File: src/rtl/alu_req_arbiter.sv
// Round-robin front end that shares one registered ALU between two valid/ready requesters
// and returns each result, or an early error, on a single ID-tagged response channel.
module alu_req_arbiter #(
  parameter int DATA_WIDTH = 8,
  parameter int FUNC_WIDTH = 4
) (
  input  logic                    CLK,
  input  logic                    RST,
  input  logic                    REQ0_VALID,
  input  logic [DATA_WIDTH-1:0]   REQ0_A,
  input  logic [DATA_WIDTH-1:0]   REQ0_B,
  input  logic [FUNC_WIDTH-1:0]   REQ0_FUN,
  output logic                    REQ0_READY,
  input  logic                    REQ1_VALID,
  input  logic [DATA_WIDTH-1:0]   REQ1_A,
  input  logic [DATA_WIDTH-1:0]   REQ1_B,
  input  logic [FUNC_WIDTH-1:0]   REQ1_FUN,
  output logic                    REQ1_READY,
  output logic                    ALU_EN,
  output logic [DATA_WIDTH-1:0]   ALU_A,
  output logic [DATA_WIDTH-1:0]   ALU_B,
  output logic [FUNC_WIDTH-1:0]   ALU_FUN,
  input  logic [2*DATA_WIDTH-1:0] ALU_OUT,
  input  logic                    ALU_VLD,
  output logic                    RSP_VALID,
  input  logic                    RSP_READY,
  output logic [2*DATA_WIDTH-1:0] RSP_DATA,
  output logic                    RSP_ID,
  output logic                    RSP_ERR
);

  localparam logic [1:0] IDLE  = 2'd0;
  localparam logic [1:0] ISSUE = 2'd1;
  localparam logic [1:0] WAIT  = 2'd2;
  localparam logic [1:0] RESP  = 2'd3;

  localparam logic [FUNC_WIDTH-1:0] FUN_DIV = FUNC_WIDTH'(3);
  localparam logic [FUNC_WIDTH-1:0] FUN_BAD = {FUNC_WIDTH{1'b1}};

  logic [1:0]              state;
  logic                    last_id;
  logic                    grant;
  logic                    xfer;
  logic [DATA_WIDTH-1:0]   sel_a;
  logic [DATA_WIDTH-1:0]   sel_b;
  logic [FUNC_WIDTH-1:0]   sel_fun;
  logic                    sel_err;
  logic                    vld_q;
  logic [2*DATA_WIDTH-1:0] out_q;

  // On contention the requester that was not served last wins; last_id resets to 1 so REQ0 leads.
  always_comb begin
    grant = 1'b0;
    if (REQ0_VALID && REQ1_VALID) begin
      grant = ~last_id;
    end else if (REQ1_VALID) begin
      grant = 1'b1;
    end
  end

  assign REQ0_READY = RST && (state == IDLE) && !grant && REQ0_VALID;
  assign REQ1_READY = RST && (state == IDLE) &&  grant && REQ1_VALID;
  assign xfer       = REQ0_READY || REQ1_READY;

  assign sel_a   = grant ? REQ1_A   : REQ0_A;
  assign sel_b   = grant ? REQ1_B   : REQ0_B;
  assign sel_fun = grant ? REQ1_FUN : REQ0_FUN;
  assign sel_err = ((sel_fun == FUN_DIV) && (sel_b == '0)) || (sel_fun == FUN_BAD);

  // The ALU result passes through a retiming stage that only arms while waiting,
  // so a stray ALU_VLD outside WAIT can never be mistaken for the current result.
  always_ff @(posedge CLK or negedge RST) begin
    if (!RST) begin
      state     <= IDLE;
      last_id   <= 1'b1;
      vld_q     <= 1'b0;
      out_q     <= '0;
      ALU_EN    <= 1'b0;
      ALU_A     <= '0;
      ALU_B     <= '0;
      ALU_FUN   <= '0;
      RSP_VALID <= 1'b0;
      RSP_DATA  <= '0;
      RSP_ID    <= 1'b0;
      RSP_ERR   <= 1'b0;
    end else begin
      vld_q  <= ALU_VLD && (state == WAIT);
      out_q  <= ALU_OUT;
      ALU_EN <= 1'b0;
      case (state)
        IDLE: begin
          if (xfer) begin
            last_id <= grant;
            RSP_ID  <= grant;
            if (sel_err) begin
              state     <= RESP;
              RSP_VALID <= 1'b1;
              RSP_ERR   <= 1'b1;
              RSP_DATA  <= '0;
            end else begin
              state   <= ISSUE;
              ALU_EN  <= 1'b1;
              ALU_A   <= sel_a;
              ALU_B   <= sel_b;
              ALU_FUN <= sel_fun;
            end
          end
        end
        ISSUE: state <= WAIT;
        WAIT: begin
          if (vld_q) begin
            state     <= RESP;
            RSP_VALID <= 1'b1;
            RSP_DATA  <= out_q;
            RSP_ERR   <= 1'b0;
          end
        end
        RESP: begin
          if (RSP_READY) begin
            state     <= IDLE;
            RSP_VALID <= 1'b0;
          end
        end
        default: state <= IDLE;
      endcase
    end
  end

endmodule

File: config.mk
export PLATFORM = sky130hd
export DESIGN_NAME = alu_req_arbiter
export DESIGN_NICKNAME = d
export VERILOG_FILES = /design/src/rtl/alu_req_arbiter.sv
export SDC_FILE = /design/constraint.sdc
export NUM_CORES = 1
export LEC_CHECK = 0
export CORE_UTILIZATION = 49
export CTS_BUF_LIST = sky130_fd_sc_hd__clkbuf_4 sky130_fd_sc_hd__clkbuf_8
export CTS_CLUSTER_SIZE = 10
export DETAILED_ROUTE_END_ITERATION = 7
export MAX_ROUTING_LAYER = met4
export PLACE_DENSITY = 0.95
export SYNTH_ARGS = -nofsm -noshare
export SYNTH_HDL_FRONTEND = slang
export SYNTH_SLANG_ARGS = --single-unit
File: constraint.sdc
create_clock -name CLK -period 6.2 [get_ports CLK]
set_clock_uncertainty 0.05 [all_clocks]
set_input_delay 1.24 -clock CLK [delete_from_list [all_inputs] [get_ports CLK]]
set_output_delay 1.24 -clock CLK [all_outputs]
set_load 0.03 [all_outputs]
# == Yosys cells after proc, flatten, opt, wreduce, memory -nomap -nowiden ==
# Index checks and enable logic that the tools add are counted.
# totals
inputBits,62
latch_bits,0
mem_count,0
output_inout_bits,42
mem_bits_rw,0
ff_bits,60
rom_bits,0
# op_classes
magnitude_cmp,0
n_mul,0
n_reduce_logical,20
addsub,0
bitwise_logic,2
eq_ne,9
n_mux,24
shift,0
n_div,0
# ops
cell,n
2-to-1 mux 16 bit,3
case mux 16 bit (2 select lines),1
2-to-1 mux 8 bit,2
2-to-1 mux 1 bit,10
logical AND 1 bit,8
zero test 8 bit,1
2-to-1 mux 2 bit,4
"!= test 2 bit, second input constant",4
case mux 2 bit (4 select lines),1
AND reduction 3 bit,2
AND reduction 5 bit,1
"== test 2 bit, second input constant",2
"== test 4 x 2 -> 1 bit, second input constant",1
"== test 4 bit, second input constant",1
2-to-1 mux 4 bit,1
AND reduction 4 bit,1
case mux 1 bit (3 select lines),1
nonzero test 3 bit,1
"== test 2 x 1 -> 1 bit, second input constant",1
zero test 2 bit,1
logical OR 1 bit,2
NOT 1 bit,2
case mux 1 bit (2 select lines),1
AND reduction 2 bit,1
2 further kinds,2

# == Logic depth before layout (Yosys ltp) ==
# Gate-level depths: netlist of the first run.
# logic_depth
depth_word,9
ltp_mapped,8
mapped_depth_nobuf,7

# == Least setup slack after synthesis of the first run ==
# No wires, ideal clock.
# synth_path
kind,input to output
startpoint,input port REQ1_VALID
endpoint,output port REQ1_READY
path_buffers,1
t_arrival_ns,2.148
required_time_ns,4.910
path_slack_ns,2.762
stages,3
cell_sequence,a21boi_2 -> clkbuf_1 -> and3_1
# synth_via
elab_chain_len,4
word_cells_on_any_way,5
cone_classes,mux: 2; reduce/logical: 3
# synth_rtl
element,line,source
from (decl),14,"input logic REQ1_VALID,"
2-to-1 mux 1 bit or logical AND 1 bit (tied branches),"56, 54",
2-to-1 mux 1 bit,54,if (REQ0_VALID && REQ1_VALID) begin
logical AND 1 bit,62,assign REQ1_READY = RST && (state == IDLE) && grant && REQ1_VALID;
logical AND 1 bit *,62,
to (decl),18,"output logic REQ1_READY,"
# Mark *: on every way between the ends. The rest lies on a longest branch, timed or not.

# == Final worst setup path of the first run ==
# Same ends and word-level chain as after synthesis.

==> run metrics, run 1 <==
later-pin clock latency in the skew report between 300 and 400 ps; Seq cells post-synth 60; DRC 0; vias in the first global route roughly 2400; CP required 4910 ps; Peak VDD IR between 300 and 400 uV; fin. max-slew vios 0; clock root cell clkbuf_8; detailed-route via count 2283; routed len/inst 15.1 um; Layout Nets ~430; number of port buffers ~100; min-delay src RSP_ID; Worst Path Class, Setup in2out; Die Y 77.1 um; DIE WIDTH about 77 um; slew of the pin with the lowest slew margin 833 ps; Clock Tree Buf Depth 2; synth top area cells dfrtp_1 53%, nand2_1 9.8%, mux2i_1 6.9%; TritonCTS clock tree built; Die ar. slightly below 6000 um2; Rows 26; GRT Residual Overflow 0; number of synthesized flops with an enable pin 0; hold buffers post-CTS 0; Final Routed Wirelength about 6600 um; Post-Synthesis Cell Area approximately 2800 um2; Worst R2R Start last_id; CTS H-tree depth 3; YS warnings 0; max_cap viols 0; detailed placement HPWL approximately 4800 um; clock transition at the registers of the reported paths 70 ps; RSZ-0062 raised after global routing no; first-pass GRT wire length approximately 11000 um; outcome completed; fin cells approximately 440; sequential area share after synthesis between 50% and 60%; antenna violations before repair 0; TritonCTS Buffers 9; Post-Syn Nets approximately 330; post_cts resized 0; most frequently used flop master after synthesis dfrtp_1; Rel. slew slack between 40 and 50%; Mapped Cells approximately 260; IO Pins ~100; Arr. time, crit path 3140 ps; Critical Path Source Type input pin; placed instance count 426; starting density of the core a little over half; area grow syn2layout 46.6%; share of layout cells above drive strength 1 under 10%; Vias/cell 5.18; setup TNS 0 ps; Max FO, Critical Path 25; f_max 226 MHz; largest net degree at the start of global routing 36; GRT Total Usage around a quarter; power per standard cell area slightly below 500 nW/um2; initial drt markers 135; Worst Setup End Kind output pin; leakage between 1.5 and 2 nW; Min-Delay Path Depth 1; Hold/Removal Path Class reg2reg; Clock Sinks 60; post-route ant nets 0; minimum clock period between 4000 and 5000 ps; Synth async-reset ratio 100%; # Post-CTS Setup Buffers 0; Final GP Congestion between 0.8 and 0.9; syn_area_per_cell between 10 and 15 um2; reg2reg path depth 5; # diodes 0; Synth area leader dfrtp_1; CORE AREA 5270 um2; Commonest cells post-synth 72 x nand2_1, 59 x dfrtp_1, 22 x inv_1, 19 x mux2i_1, 10 x mux2_1; crit path from REQ1_VALID; Pre-Repair DR Iteration Count 4; final setup violation count 0; synth unique cells 38; final worst-path cycle share 71.4%; final hold vios 0; count leader, synth nand2_1; top cell type's share of synthesized area between 50% and 60%
==> kinds of logic (layout without fill, tap and decap cells) <==
| family | after synthesis | count (layout) | share of synthesized area [%] |
|---|---|---|---|
| AO/OA/AOI/OAI | 26 | 26 | 7.47 |
| multiplexers | 39 | 39 | 15.3 |
| adder cells (fa/ha/maj) | 5 | 5 | 2.26 |
| buffers and inverters | 33 | 143 | 5.57 |
| AND/OR/NAND/NOR | 98 | 98 | 15.0 |
| flip-flops | 60 | 60 | 54.4 |
==> through the flow <==
step	setup WS, ps	util, %	hold slack (ps)	power [mW]	area (um2)
2_1_floorplan	2760	-	428	1.23	2760
3_3_place_gp	1830	72.6	409	1.57	3830
3_5_place_dp	1790	72.6	417	1.61	3830
4_1_cts	1780	76.9	431	2.02	4050
5_1_grt	1700	76.9	437	2.11	4050
6_report	1770	76.9	430	2.00	4050
==> cells in the final DEF (no fill, tap or decap), types with 2 or more instances in the layout <==
| cell | n |
|---|---|
| buf_4 | 3 |
| nor2_1 | 4 |
| clkbuf_8 | 11 |
| o31ai_1 | 2 |
| nor4_1 | 2 |
| nand4_1 | 3 |
| nand2_1 | 72 |
| mux2i_1 | 19 |
| o21ai_0 | 6 |
| nor2b_1 | 4 |
| bufinv_16 | 2 |
| inv_1 | 22 |
| ha_1 | 5 |
| a2bb2oi_1 | 2 |
| a21oi_1 | 3 |
| mux2_1 | 10 |
| nand3_1 | 7 |
| mux2_2 | 8 |
| dfrtp_1 | 59 |
| clkdlybuf4s50_1 | 102 |
| a31oi_1 | 2 |
| nor3_1 | 2 |
==> power by group <==
group          internal (mW)  switching (mW)  total, mW
Clock                  0.245           0.151      0.397
Combinational          0.432           0.557      0.989
Sequential             0.537          0.0790      0.616
==> worst paths after layout <==
path	end	slack, ps
setup / recovery	REQ1_READY	1770
hold / removal	RSP_ID	430
setup reg to reg	ALU_B[2]	3290
hold reg to reg	RSP_ID	430
max in group asynchronous	RSP_DATA[10]	4340
min in group asynchronous	RSP_VALID	880
==> final cells by class <==
| class | instances | area (um2) |
|---|---|---|
| clock buffer | 11 | 151 |
| clock inverter | 4 | 72.6 |
| fill | 371 | 1220 |
| inverter | 22 | 82.6 |
| multi-input combinational | 168 | 1110 |
| sequential | 60 | 1500 |
| tap | 70 | 87.6 |
| timing repair buffer | 106 | 1050 |
==> registers in the layout, indices dropped and copies added, names as in the netlist, 2 cells and up <==
signal    flops
state         2
RSP_DATA     16
ALU_B         8
out_q        16
ALU_FUN       4
ALU_A         8
==> per-layer routing <==
metal / wire length [um] / up-vias / share of wire [%] / global-route usage (%)
li1: - / 1078 / - / -
met1: 2660 / 1123 / 40 / 27.4
met2: 3520 / 64 / 53 / 43.8
met3: 246 / 18 / 3.7 / 3.81
met4: 223 / 0 / 3.4 / 14.3
met5: 0 / - / 0 / -
==> critical path: stages <==
cell	delay [ps]
clkdlybuf4s50_1	560
a21boi_2	180
buf_4	270
and3_1	210
clkdlybuf4s50_1	670
Note: power is estimated with default switching activity, not from simulation.
==> run 2: changes to the inputs <==
--- a/config.mk
+++ b/config.mk
@@ -5,12 +5,12 @@
 export SDC_FILE = /design/constraint.sdc
 export NUM_CORES = 1
 export LEC_CHECK = 0
-export CORE_UTILIZATION = 49
+export CORE_UTILIZATION = 46
 export CTS_BUF_LIST = sky130_fd_sc_hd__clkbuf_4 sky130_fd_sc_hd__clkbuf_8
 export CTS_CLUSTER_SIZE = 10
 export DETAILED_ROUTE_END_ITERATION = 7
 export MAX_ROUTING_LAYER = met4
-export PLACE_DENSITY = 0.95
+export PLACE_DENSITY = 0.93
 export SYNTH_ARGS = -nofsm -noshare
 export SYNTH_HDL_FRONTEND = slang
 export SYNTH_SLANG_ARGS = --single-unit
==> constraint.sdc (replaced) <==
create_clock -name CLK -period 4.1 [get_ports CLK]
set_clock_uncertainty 0.05 [all_clocks]
set_input_delay 0.82 -clock CLK [delete_from_list [all_inputs] [get_ports CLK]]
set_output_delay 0.82 -clock CLK [all_outputs]
set_load 0.03 [all_outputs]
==> run 2 against run 1 <==
Compared with the run above: total power rose by 47%; clock power rose by 32%; sequential share of layout area rose by 0.092 points; clock-buffer cell count fell by 1; combinational power rose by 52%; setup slack got worse by 1100 ps; critical endpoint is now REQ0_READY; largest power group unchanged.
==> run metrics, run 2 (synthesized netlist as in run 1, its figures left out) <==
outcome completed (unchanged); hold endpoint ALU_A[6] (was RSP_ID); antenna violations before repair 0 (unchanged); Rel. slew slack 49.1% (was 44.5%); Hold/Removal Path Class reg2reg (unchanged); slew of the pin with the lowest slew margin 763 ps (was 833 ps); clock transition at the registers of the reported paths 70 ps (about the same); number of port buffers 103 (unchanged); final hold vios 0 (unchanged); first-pass GRT wire length 10800 um (was 11200 um); Pre-Repair DR Iteration Count 7 (was 4); CP required 3230 ps (was 4910 ps); CTS H-tree depth 3 (unchanged); Rows 27 (was 26); hold buffers post-CTS 0 (unchanged); largest registers RSP_DATA x16, out_q x16 (unchanged); reg2reg path depth 5 (unchanged); power per standard cell area 730 nW/um2 (was 494 nW/um2); Crit-path slowest cell clkdlybuf4s50_1 (unchanged); Place WS 609 ps (was 1790 ps); reg-to-reg slack, setup 1500 ps (was 3290 ps); Layout Nets 436 (was 434); crit-path leading delay family buffers and inverters (unchanged); RSZ-0062 raised after global routing no (unchanged); post-route ant nets 0 (unchanged); Worst R2R Start last_id (unchanged); share of layout cells above drive strength 1 10.4% (was 9.70%); Max FO, Critical Path 24 (was 25); fin. max-slew vios 0 (unchanged); Peak VDD IR 496 uV (was 379 uV); Final Routed Wirelength 6640 um (was 6650 um); TritonCTS clock tree built (unchanged); crit path cell chain clkdlybuf4s50_1 > a21boi_2 > buf_4 > nor2_1 > clkdlybuf4s50_1 (was clkdlybuf4s50_1 > a21boi_2 > buf_4 > and3_1 > clkdlybuf4s50_1); f_max about 290 MHz; fillers 411 (was 371); area grow syn2layout 46.3% (was 46.6%); Final WS setup 671 ps (was 1770 ps); largest net degree at the start of global routing 36 (unchanged); minimum clock period 3430 ps; clock root cell clkbuf_8 (unchanged); Worst Path Buf+Inv 3 (unchanged); Clock Tree Buf Depth 2 (unchanged); vias in the first global route 2293 (was 2431); detailed placement HPWL 4940 um (was 4800 um); Arr. time, crit path 2560 ps (was 3140 ps); Vias/cell 5.06 (was 5.18); TritonCTS Buffers 9 (unchanged); post_cts resized 0 (unchanged); final worst-path cycle share a little over four fifths; DIE WIDTH 79.5 um (was 77.1 um); starting density of the core 49.0% (was 52.4%); setup TNS 0 ps (unchanged); routed len/inst 14.9 um (was 15.1 um); crit path from REQ1_VALID (unchanged); initial drt markers 104 (was 135); Die ar. 6320 um2 (was 5940 um2); Die Y 79.5 um (was 77.1 um); Max stage delay on crit path 590 ps (was 670 ps); Min-Delay Path Depth 1 (unchanged); # diodes 0 (unchanged); WHS 444 ps (was 430 ps); Critical Path Source Type input pin (unchanged); Levels on crit path 5 (unchanged); Clock Sinks 60 (unchanged); final setup violation count 0 (unchanged); Final GP Congestion 0.842 (was 0.858); max_cap viols 0 (unchanged); IO Pins 104 (unchanged); Worst Setup End Kind output pin (unchanged); most frequent cells in the layout 102 x clkdlybuf4s50_1, 72 x nand2_1, 59 x dfrtp_1 (unchanged); most common cell after layout, fill and taps aside clkdlybuf4s50_1 (unchanged); GRT Residual Overflow 0 (unchanged); min-delay src ALU_A[6] (was RSP_ID); CORE AREA 5640 um2 (was 5270 um2); GRT Total Usage 23.7% (was 25.2%); FF-to-FF End ALU_B[5] (was ALU_B[2]); # Post-CTS Setup Buffers 0 (unchanged); Layout Utilization 71.6% (was 76.9%); later-pin clock latency in the skew report 330 ps (about the same); DRC 0 (unchanged); detailed-route via count 2256 (was 2283); leakage 1.89 nW (was 1.90 nW); Top cell by count, worst path clkdlybuf4s50_1 (unchanged); Worst Path Class, Setup in2out (unchanged)
[run 2: cell count changes in the layout (fill, tap and decap cells not counted)]
| cell | previous run | this run |
|---|---|---|
| clkinvlp_4 | 1 | 4 |
| buf_4 | 3 | 5 |
| clkbuf_8 | 11 | 9 |
| bufinv_16 | 2 | 1 |
| clkbuf_4 | 0 | 1 |
[run 2: how the worst max path moves through the flow]
stage	end	slack [ps]
after floorplan	REQ1_READY	1500
after global placement	ALU_B[5]	740
after detailed placement	ALU_B[0]	610
after CTS	REQ0_READY	670
after global routing	REQ0_READY	590
final	REQ0_READY	670
[run 2: stage by stage]
step | total power, mW | cell area, um2 | cells
floorplan | 1.86 | 2760 | 261
global placement | 2.39 | 3840 | 430
detailed placement | 2.44 | 3840 | 430
CTS | 2.98 | 4040 | 446
global route | 3.12 | 4040 | 446
finish | 2.95 | 4040 | 446
[run 2: cell type report]
type                            count  area [um2]  area share, %
Clock buffer                       10         131           3.25
Clock inverter                      6        65.1           1.61
Inverter                           22        82.6           2.04
Multi-Input combinational cell    168        1110           27.4
Sequential cell                    60        1500           37.2
Tap cell                           72        90.1           2.23
Timing Repair Buffer              108        1060           26.3
[run 2: routing by layer]
metal	global-route usage, %	vias up	share of wire (%)
met5	-	-	0
met4	12.0	0	2.8
met3	4.23	17	4.6
met2	40.0	77	52
met1	27.0	1087	41
li1	-	1075	-
[run 2: where the power goes]
| group | switching (mW) | internal (mW) |
|---|---|---|
| Clock | 0.237 | 0.286 |
| Combinational | 0.842 | 0.656 |
| Sequential | 0.118 | 0.811 |
| Total | 1.20 | 1.75 |
[run 2: worst reg2reg max path: stages, from the launching register on]
cell	delay, ps
dfstp_2	560
a21bo_1	380
mux2i_2	340
nand3_2	160
a21oi_4	570
mux2_2	420
